### src/rtl/dot_or_tx.sv
// Serial transmitter for a shared open-drain (wired-AND / DOT-OR) line, with read-back arbitration and fault detection.
// Latency: the first START cycle follows the accept edge; an intact frame lasts (DATA_W+2)*BIT_CYCLES cycles, and done pulses in the next cycle.
// Backpressure: tx_ready is high only in IDLE while the line is released; tx_valid and tx_data are ignored while busy.
module dot_or_tx #(
  parameter int DATA_W     = 8,
  parameter int BIT_CYCLES = 4
) (
  input  logic              clk,
  input  logic              reset_n,
  input  logic [DATA_W-1:0] tx_data,
  input  logic              tx_valid,
  output logic              tx_ready,
  output logic              line_oe,
  input  logic              line_i,
  output logic              busy,
  output logic              done,
  output logic              lost,
  output logic              fault
);

  localparam int CW = (BIT_CYCLES > 1) ? $clog2(BIT_CYCLES) : 1;
  localparam int BW = (DATA_W > 1) ? $clog2(DATA_W) : 1;
  localparam logic [CW-1:0] CYC_LAST = CW'(BIT_CYCLES - 1);
  localparam logic [BW-1:0] BIT_LAST = BW'(DATA_W - 1);

  typedef enum logic [1:0] {
    S_IDLE,
    S_START,
    S_DATA,
    S_STOP
  } state_t;

  state_t            r_state;
  logic [CW-1:0]     r_cyc;
  logic [BW-1:0]     r_bit;
  logic [DATA_W-1:0] r_data;
  logic              r_oe;
  logic              r_done;
  logic              r_lost;
  logic              r_fault;

  state_t            w_state_nx;
  logic [CW-1:0]     w_cyc_nx;
  logic [BW-1:0]     w_bit_nx;
  logic [DATA_W-1:0] w_data_nx;
  logic              w_oe_nx;
  logic              w_done_nx;
  logic              w_lost_nx;
  logic              w_fault_nx;

  logic              w_line_low;
  logic              w_last;
  logic              w_is_lost;
  logic              w_is_fault;
  logic [BW-1:0]     w_bit_inc;
  logic              w_next_dbit;

  // Only a hard 0 counts as low; x and z are treated as a released line.
  assign w_line_low  = (line_i === 1'b0);
  assign w_last      = (r_cyc == CYC_LAST);
  // Line is checked only at the end of a bit cell, after it has had time to settle.
  assign w_is_lost   = w_last && !r_oe && w_line_low;
  assign w_is_fault  = w_last && r_oe && !w_line_low;
  assign w_bit_inc   = r_bit + 1'b1;
  assign w_next_dbit = r_data[w_bit_inc];

  assign tx_ready = (r_state == S_IDLE) && !w_line_low;
  assign busy     = (r_state != S_IDLE);
  assign line_oe  = r_oe;
  assign done     = r_done;
  assign lost     = r_lost;
  assign fault    = r_fault;

  // Next-state logic: bit-cell timing, frame sequencing and the arbitration/fault checks.
  always_comb begin
    w_state_nx = r_state;
    w_cyc_nx   = r_cyc;
    w_bit_nx   = r_bit;
    w_data_nx  = r_data;
    w_oe_nx    = r_oe;
    w_done_nx  = 1'b0;
    w_lost_nx  = 1'b0;
    w_fault_nx = 1'b0;
    case (r_state)
      S_IDLE: begin
        w_oe_nx  = 1'b0;
        w_cyc_nx = '0;
        w_bit_nx = '0;
        if (tx_valid && tx_ready) begin
          w_data_nx  = tx_data;
          w_state_nx = S_START;
          w_oe_nx    = 1'b1;
        end
      end
      default: begin
        if (!w_last) begin
          w_cyc_nx = r_cyc + 1'b1;
        end else begin
          w_cyc_nx = '0;
          if (w_is_lost || w_is_fault) begin
            // Abandon the frame and get off the line at once.
            w_state_nx = S_IDLE;
            w_oe_nx    = 1'b0;
            w_bit_nx   = '0;
            w_lost_nx  = w_is_lost;
            w_fault_nx = w_is_fault;
          end else begin
            case (r_state)
              S_START: begin
                w_state_nx = S_DATA;
                w_bit_nx   = '0;
                w_oe_nx    = ~r_data[0];
              end
              S_DATA: begin
                if (r_bit == BIT_LAST) begin
                  w_state_nx = S_STOP;
                  w_bit_nx   = '0;
                  w_oe_nx    = 1'b0;
                end else begin
                  w_bit_nx = w_bit_inc;
                  w_oe_nx  = ~w_next_dbit;
                end
              end
              default: begin
                w_state_nx = S_IDLE;
                w_oe_nx    = 1'b0;
                w_bit_nx   = '0;
                w_done_nx  = 1'b1;
              end
            endcase
          end
        end
      end
    endcase
  end

  // State and output registers; reset releases the line and clears everything asynchronously.
  always_ff @(posedge clk or negedge reset_n) begin
    if (!reset_n) begin
      r_state <= S_IDLE;
      r_cyc   <= '0;
      r_bit   <= '0;
      r_data  <= '0;
      r_oe    <= 1'b0;
      r_done  <= 1'b0;
      r_lost  <= 1'b0;
      r_fault <= 1'b0;
    end else begin
      r_state <= w_state_nx;
      r_cyc   <= w_cyc_nx;
      r_bit   <= w_bit_nx;
      r_data  <= w_data_nx;
      r_oe    <= w_oe_nx;
      r_done  <= w_done_nx;
      r_lost  <= w_lost_nx;
      r_fault <= w_fault_nx;
    end
  end

endmodule

### config.mk
export PLATFORM = sky130hd
export DESIGN_NAME = dot_or_tx
export DESIGN_NICKNAME = d
export VERILOG_FILES = /design/src/rtl/dot_or_tx.sv
export SDC_FILE = /design/constraint.sdc
export NUM_CORES = 1
export LEC_CHECK = 0
export ABC_AREA = 1
export BUFFER_PORTS_ARGS = -buffer_cell sky130_fd_sc_hd__buf_2
export CAP_MARGIN = 10
export CORE_MARGIN = 2
export CORE_UTILIZATION = 53
export DETAILED_ROUTE_END_ITERATION = 8
export HOLD_SLACK_MARGIN = 0.03
export PLACE_DENSITY = 0.77
export SKIP_LAST_GASP = 1
export SYNTH_ARGS = -nofsm -noshare
export SYNTH_HDL_FRONTEND = slang
export SYNTH_SLANG_ARGS = --single-unit
### constraint.sdc
create_clock -name clk -period 1.83 [get_ports clk]
set_input_delay 0.366 -clock clk [delete_from_list [all_inputs] [get_ports clk]]
set_output_delay 0.366 -clock clk [all_outputs]
set_load 0.01 [all_outputs]
# --- Word level (Yosys, flattened, before mapping) ---
# Cells that the tools add are included.
totals:
  regBits: 19
  out_inout_bits: 6
classes:
  bitwise: 2
  n_mux: 31
  eq_ne: 7
  order_cmp: 1
  add_sub_neg: 2
  reduce_logical: 15
op_table:
  columns: ["operator", "n"]
  rows:
  - ["$mux 1", 16]
  - ["$mux 3", 5]
  - ["$mux 2", 7]
  - ["$logic_and 1x1->1", 6]
  - ["$eq 2x2->1 const B", 2]
  - ["$lt 3x4->1 const B", 1]
  - ["$ne 4x4->1 const B", 1]
  - ["$pmux 2 s2", 1]
  - ["$reduce_bool 2->1", 2]
  - ["$add 3x1->3 const B", 1]
  - ["$bmux 1 s3", 1]
  - ["$eq 3x3->1 const B", 1]
  - ["$reduce_and 3->1", 1]
  - ["$add 2x1->2 const B", 1]
  - ["$eq 2x1->1 const B", 1]
  - ["$logic_not 1->1", 2]
  - ["$logic_not 2->1", 1]
  - ["$ne 2x1->1 const B", 1]
  - ["$not 1->1", 2]
  - ["$pmux 1 s2", 1]
  - ["$reduce_and 2->1", 1]
  - ["$reduce_or 2->1", 1]
  - ["$eqx 1x1->1 const B", 1]
  - ["$logic_or 1x1->1", 1]

# --- Logic depth before layout (Yosys ltp) ---
# Gate-level depths: netlist (run 1).
depth:
  word_depth: 9
  mapped_depth: 10
  mapped_depth_nobuf: 10

# --- Worst setup path before layout (run 1) ---
# Ideal clock, no wire load.
synth_path:
  path_type: "reg-to-reg"
  from: "register r_bit[0]"
  to: "register r_state[0]"
  synth_period_minus_slack_ns: 1.406
  path_slack_ns: 0.424
  arrival_time_ns: 1.284
  path_buffers: 0
  stages_incl_launch_ff: 9
  path_cell_list: "dfrtp_1 ha_1 ha_1 nor2_1 nand3_2 o21ai_2 inv_2 nand2_1 o21ai_1"
synth_via:
  elab_chain_cells: 3
synth_lines:
  columns: ["element", "line", "source"]
  rows:
  - ["start, declared", "35", "logic [BW-1:0] r_bit;"]
  - ["start signal, assigned", "151", "r_bit <= w_bit_nx;"]
  - ["$eq 3x3->1", "115", "if (r_bit == BIT_LAST) begin"]
  - ["$ne 4x4->1 (no line)", null, null]
  - ["$reduce_and 3->1 (no line)", null, null]
  - ["end signal, assigned", "149", "r_state <= w_state_nx;"]
  - ["end, declared", "33", "state_t r_state;"]
# No other way between the ends.
# A chain may end at the register's enable or synchronous reset.

# --- Worst setup path in the final report (run 1) ---
layout_path:
  from: "register r_state[0]"
  to: "output tx_ready"
layout_via:
  elab_chain_cells: 2
layout_lines:
  columns: ["element", "line", "source"]
  rows:
  - ["$logic_not 2->1", "67", "assign tx_ready = (r_state == S_IDLE) && !w_line_low;"]
  - ["$logic_and 1x1->1", "67", null]
  - ["end, declared", "12", "output logic tx_ready,"]
# No other way between the ends.

==> results of run 1 <==
-- what timing repair did --
item                                   4_1_cts  5_1_grt
endpoints found under the hold margin       19        0
hold buffers                                 1        0
resized for setup                            0        1
setup endpoints to repair                    0        2
-- Yosys cell counts, drive strengths merged --
cell type / number
nand3: 9
inv: 17
nor2: 10
o21ai: 5
ha: 6
nor3: 1
a21oi: 1
and2: 1
dfrtp: 19
nand2: 46
o31ai: 2
-- critical path, delay by kind of cell (launching register included) --
kind                     cells  cell delay [ns]
flip-flops                   1             0.40
buffers and inverters        3             0.32
AND/OR/NAND/NOR              1             0.09
adder cells (fa/ha/maj)      1             0.26
-- cell families after synthesis --
family          count (synthesis)  synth area share, %
simple gates                   67                29.90
flops                          19                49.61
compound gates                  8                5.483
buf+inv                        17                7.180
fa+ha+maj                       6                7.833
-- power groups by stage --
stage                     clock network (uW)  logic [uW]  registers (uW)
after floorplan                            0         475             638
after global placement                     0         614             649
after detailed placement                   0         633             655
after CTS                                217         636             648
after global routing                     230         746             665
final                                    208         641             649
-- layout make-up --
class	count	area, sq um
fill	155	594.3
timing repair buffer	18	95.09
multi-input combinational	81	416.7
clock buffer	4	26.28
sequential	19	475.5
inverter	17	68.82
tap	25	31.28
-- routing by layer --
metal,wire length (um),vias to the layer above
met2,834,23
met5,0,-
li1,-,410
met4,38,0
met3,82,5
met1,823,333
-- worst max-delay path by stage --
stage | cells after the start | startpoint | slack (ns) | to
finish | 5 | r_state[0] | 0.11 | tx_ready
global route | 5 | r_state[1] | 0.02 | tx_ready
CTS | 5 | r_state[0] | 0.05 | tx_ready
detailed placement | 8 | r_bit[0] | 0.28 | r_state[0]
global placement | 8 | r_bit[0] | 0.33 | r_state[0]
floorplan | 8 | r_bit[0] | 0.42 | r_state[0]
-- metrics by stage --
stage,std cells,utilization (%),hold slack [ns],worst slack [ns],instance area (sq um)
2_1_floorplan,117,-,0.07041,0.4239,958.4
5_1_grt,164,65.20,0.2653,0.02121,1114
3_3_place_gp,159,62.93,0.3212,0.3315,1075
4_1_cts,164,65.05,0.2497,0.04621,1111
6_report,164,65.20,0.2558,0.1097,1114
3_5_place_dp,159,62.93,0.3316,0.2807,1075
-- sequential cells by signal, summed over array words and instances (netlist names) --
register,flops
r_data,8
fault,1
done,1
line_oe,1
lost,1
r_bit,3
r_cyc,2
r_state,2
==> results.json, run 1 <==
{
  "status": "finished clean",
  "finalCriticalPeriod_ns": 1.720,
  "die_w_um": 46.53,
  "crit_type": "reg2out",
  "cts_max_level": 1,
  "grt_antenna_before_repair": 0,
  "hp-start": "tx_data[2]",
  "cts_tree": "done",
  "cts-root-buf": "clkbuf_4",
  "hp-class": "in2reg",
  "slew_headroom_pct": 71.92,
  "ys_types": 18,
  "fin_setup_tns_ns": 0,
  "hold_violations": 0,
  "io_buffers": 17,
  "final_cell_mix": "nand2_1, dfrtp_1, buf_2",
  "ys_ff_latch": 19,
  "grt-ovfl-total": 0,
  "vias_per_cell": 4.701,
  "synth_area_sq_um": 958.4,
  "power.density_nw_per_um2": 1345,
  "rsz0062_at_grt": "false",
  "holdPathStages": 3,
  "synth_top_area_share_pct": 49.61,
  "firstDrtPassIters": 5,
  "endpoint_kind": "output port",
  "finClkSkew_ns": 0.003290,
  "cts_made_buffers": 3,
  "pwr-share-clk_pct": 13.9,
  "rows": 15,
  "pwr-share-seq_pct": 43.3,
  "drc": 0,
  "ys_warn_count": 0,
  "layout.cells.most_common": "nand2_1",
  "wl_per_cell_um": 10.85,
  "switchingPower_uw": 610.1,
  "antenna_left": 0,
  "cp_slowest_cell": "dfrtp_1",
  "cts_buffer_depth": 2,
  "hpwl_um": 1345,
  "cp_max_fo": 7,
  "tightest_slew_ns": 0.4212,
  "timing.reg2reg.setup_slack_ns": 0.24,
  "rr_startpoint": "r_bit[0]",
  "core_area_sq_um": 1708,
  "fin_crit_sh_pct": 94.01,
  "final_nets": 158,
  "r2r-end": "r_state[1]",
  "slew_violations": 0,
  "use_met3_pct": 4.706,
  "drt-total-wl_um": 1779,
  "cts_sinks": 19,
  "dieArea_sq_um": 2165,
  "drtIter0Drc": 19,
  "rr_worst_depth": 8,
  "whs_endpoint": "r_data[2]",
  "drive_gt1_share_pct": 23.74,
  "p_comb_share_pct": 42.8,
  "vias": 771,
  "start_util_pct": 56.12,
  "syn_inst": 117,
  "grtUsageMet1_pct": 25.37,
  "internal_power_uw": 887.4,
  "power.total_uw": 1498,
  "p_leak_uw": 0.0006168,
  "ys_seq_area_share_pct": 49.61,
  "cap_violations": 0,
  "grt_pass1_wl_um": 3036,
  "yosysTopAreaCell": "dfrtp_1",
  "avgSynthCellArea_sq_um": 8.192,
  "gp_congestion": 0.8198,
  "busiest_layer": "met2",
  "ir_drop_mv": 0.9211,
  "required_ns": 1.46,
  "critPathMaxStageDelay_ns": 0.40,
  "io_pins": 18,
  "grt.total_usage_pct": 20.49,
  "synthToLayoutAreaGrowth_pct": 16.19,
  "use_met2_pct": 33.33,
  "grt_pass1_vias": 749,
  "die_y_um": 46.53,
  "yosys-top-cells-area": "dfrtp_1, nand2_1, ha_1, inv_1, nand3_1",
  "cts_setup_buffers": 0,
  "cp.arrival_ns": 1.35,
  "grt_max_degree": 20,
  "setup_violations": 0,
  "crit_chain": "inv_1 -> ha_2 -> nand2_1 -> inv_2 -> buf_2",
  "antenna_cells": 0,
  "syn_nets": 135,
  "clk_pin_slew_ns": 0.10,
  "startpoint_type": "flop",
  "insertion_delay_ns": 0.30,
  "fmax_mhz": 581.3,
  "netSwitchingFraction_pct": 40.74
}
Note: power is estimated with default switching activity, not from simulation.
==> run 2, diff against run 1 <==
--- a/config.mk
+++ b/config.mk
@@ -8,7 +8,7 @@
 export ABC_AREA = 1
 export BUFFER_PORTS_ARGS = -buffer_cell sky130_fd_sc_hd__buf_2
 export CAP_MARGIN = 10
-export CORE_MARGIN = 2
+export CORE_MARGIN = 10
 export CORE_UTILIZATION = 53
 export DETAILED_ROUTE_END_ITERATION = 8
 export HOLD_SLACK_MARGIN = 0.03
==> results.json, run 2 (synthesis gave the netlist of run 1 again) <==
{
  "status": "finished clean",
  "fin_crit_sh_pct": 93.30,
  "antenna_cells": 0,
  "slew_violations": 0,
  "p_leak_uw": 0.0006195,
  "grt_max_degree": 20,
  "insertion_delay_ns": 0.29,
  "slew_headroom_pct": 72.22,
  "hold_slack_ns": 0.2602,
  "cp_max_fo": 7,
  "hpwl_um": 1423,
  "grt.total_usage_pct": 9.864,
  "final_nets": 158,
  "drive_gt1_share_pct": 24.46,
  "top_regs": "r_data (8), r_bit (3)",
  "fin_util_pct": 64.57,
  "cts_tree": "done",
  "firstDrtPassIters": 5,
  "hold_violations": 0,
  "drtIter0Drc": 32,
  "rsz0062_at_grt": "false",
  "die_w_um": 62.53,
  "cts_made_buffers": 3,
  "drc": 0,
  "vias": 782,
  "io_pins": 18,
  "cts-root-buf": "clkbuf_4",
  "final_cell_mix": "nand2_1, dfrtp_1, buf_2",
  "cts_buffer_depth": 2,
  "top_register": "r_data",
  "cts_sinks": 19,
  "worst_slack_ns": 0.1226,
  "fin_setup_tns_ns": 0,
  "ir_drop_mv": 0.6888,
  "dieArea_sq_um": 3909,
  "grt-ovfl-total": 0,
  "drt-total-wl_um": 1891,
  "required_ns": 1.46,
  "cp.arrival_ns": 1.34,
  "finalCriticalPeriod_ns": 1.707,
  "layout.cells.most_common": "nand2_1",
  "die_y_um": 62.53,
  "dp_slack_ns": 0.2886,
  "tightest_slew_ns": 0.4167,
  "core_area_sq_um": 1727,
  "fmax_mhz": 585.7,
  "crit_type": "reg2out",
  "synthToLayoutAreaGrowth_pct": 16.32,
  "largest_reg_flops": 8,
  "finClkSkew_ns": 0.001641,
  "cap_violations": 0,
  "cts_setup_buffers": 0,
  "startpoint_type": "flop",
  "grt_pass1_wl_um": 3249,
  "io_buffers": 17,
  "rows": 15,
  "cts_max_level": 1,
  "start_util_pct": 55.51,
  "antenna_left": 0,
  "wl_per_cell_um": 11.53,
  "gp_congestion": 0.8085,
  "vias_per_cell": 4.768,
  "power.density_nw_per_um2": 1339,
  "setup_violations": 0,
  "hp-class": "in2reg",
  "grt_antenna_before_repair": 0,
  "clk_pin_slew_ns": 0.11,
  "grt_pass1_vias": 734,
  "endpoint_kind": "output port"
}
## run 2: changes by cell type in the layout (fill, tap and decap cells not counted), sizes merged
cell	delta
clkinv	+1
clkbuf	-1
## run 2: report_power, final
| group | leakage, uW | internal (uW) | total [uW] | switching (uW) |
|---|---|---|---|---|
| Combinational | 0.000355 | 240 | 644 | 404 |
| Sequential | 0.000246 | 562 | 641 | 78.5 |
| Clock | 0.0000177 | 81.1 | 208 | 126 |
| Total | 0.000619 | 884 | 1490 | 609 |
## run 2: critical path, cell delays in order (launching register included)
cell     delay [ns]
dfrtp_1        0.40
inv_1          0.10
ha_2           0.27
nand2_1        0.09
inv_2          0.07
buf_2          0.13
## run 2: routing by layer
layer | track usage (%) | share of wire, % | vias to the layer above
li1 | - | - | 407
met2 | 15.90 | 47 | 19
met5 | 0 | 0 | -
met3 | 3.943 | 4.7 | 4
met4 | 1.676 | 1.3 | 0
met1 | 12.20 | 47 | 352
## run 2: path summary, 6_finish.rpt
| path | startpoint | to | slack [ns] | cells after the start |
|---|---|---|---|---|
| worst max-delay path | r_state[1] | tx_ready | 0.12 | 5 |
| worst min-delay path | tx_data[2] | r_data[2] | 0.26 | 3 |
| worst max register to register | r_bit[0] | r_state[1] | 0.26 | 8 |
| worst min register to register | r_cyc[0] | r_cyc[0] | 0.44 | 1 |
| max in group asynchronous | reset_n | r_bit[0] | 1.01 | 2 |
| min in group asynchronous | reset_n | r_data[7] | 0.53 | 2 |
## run 2: cell type report
type                            instances  area [sq um]
Fill cell                             149         611.8
Tap cell                               25         31.28
Clock buffer                            3         22.52
Sequential cell                        19         475.5
Multi-Input combinational cell         81         416.7
Inverter                               17         68.82
Timing Repair Buffer                   18         95.09
Clock inverter                          1         5.005
## run 2: per-stage QoR
stage               area, sq um  total power, uW  instances
floorplan                 958.4             1114        117
global placement           1075             1268        159
detailed placement         1075             1283        159
CTS                        1112             1495        164
global route               1115             1640        164
finish                     1115             1492        164
## run 2: what timing repair did
action / CTS / global route
endpoints found under the hold margin: 19 / 0
resized for setup: 0 / 1
setup endpoints to repair: 0 / 2
hold buffers: 1 / 0
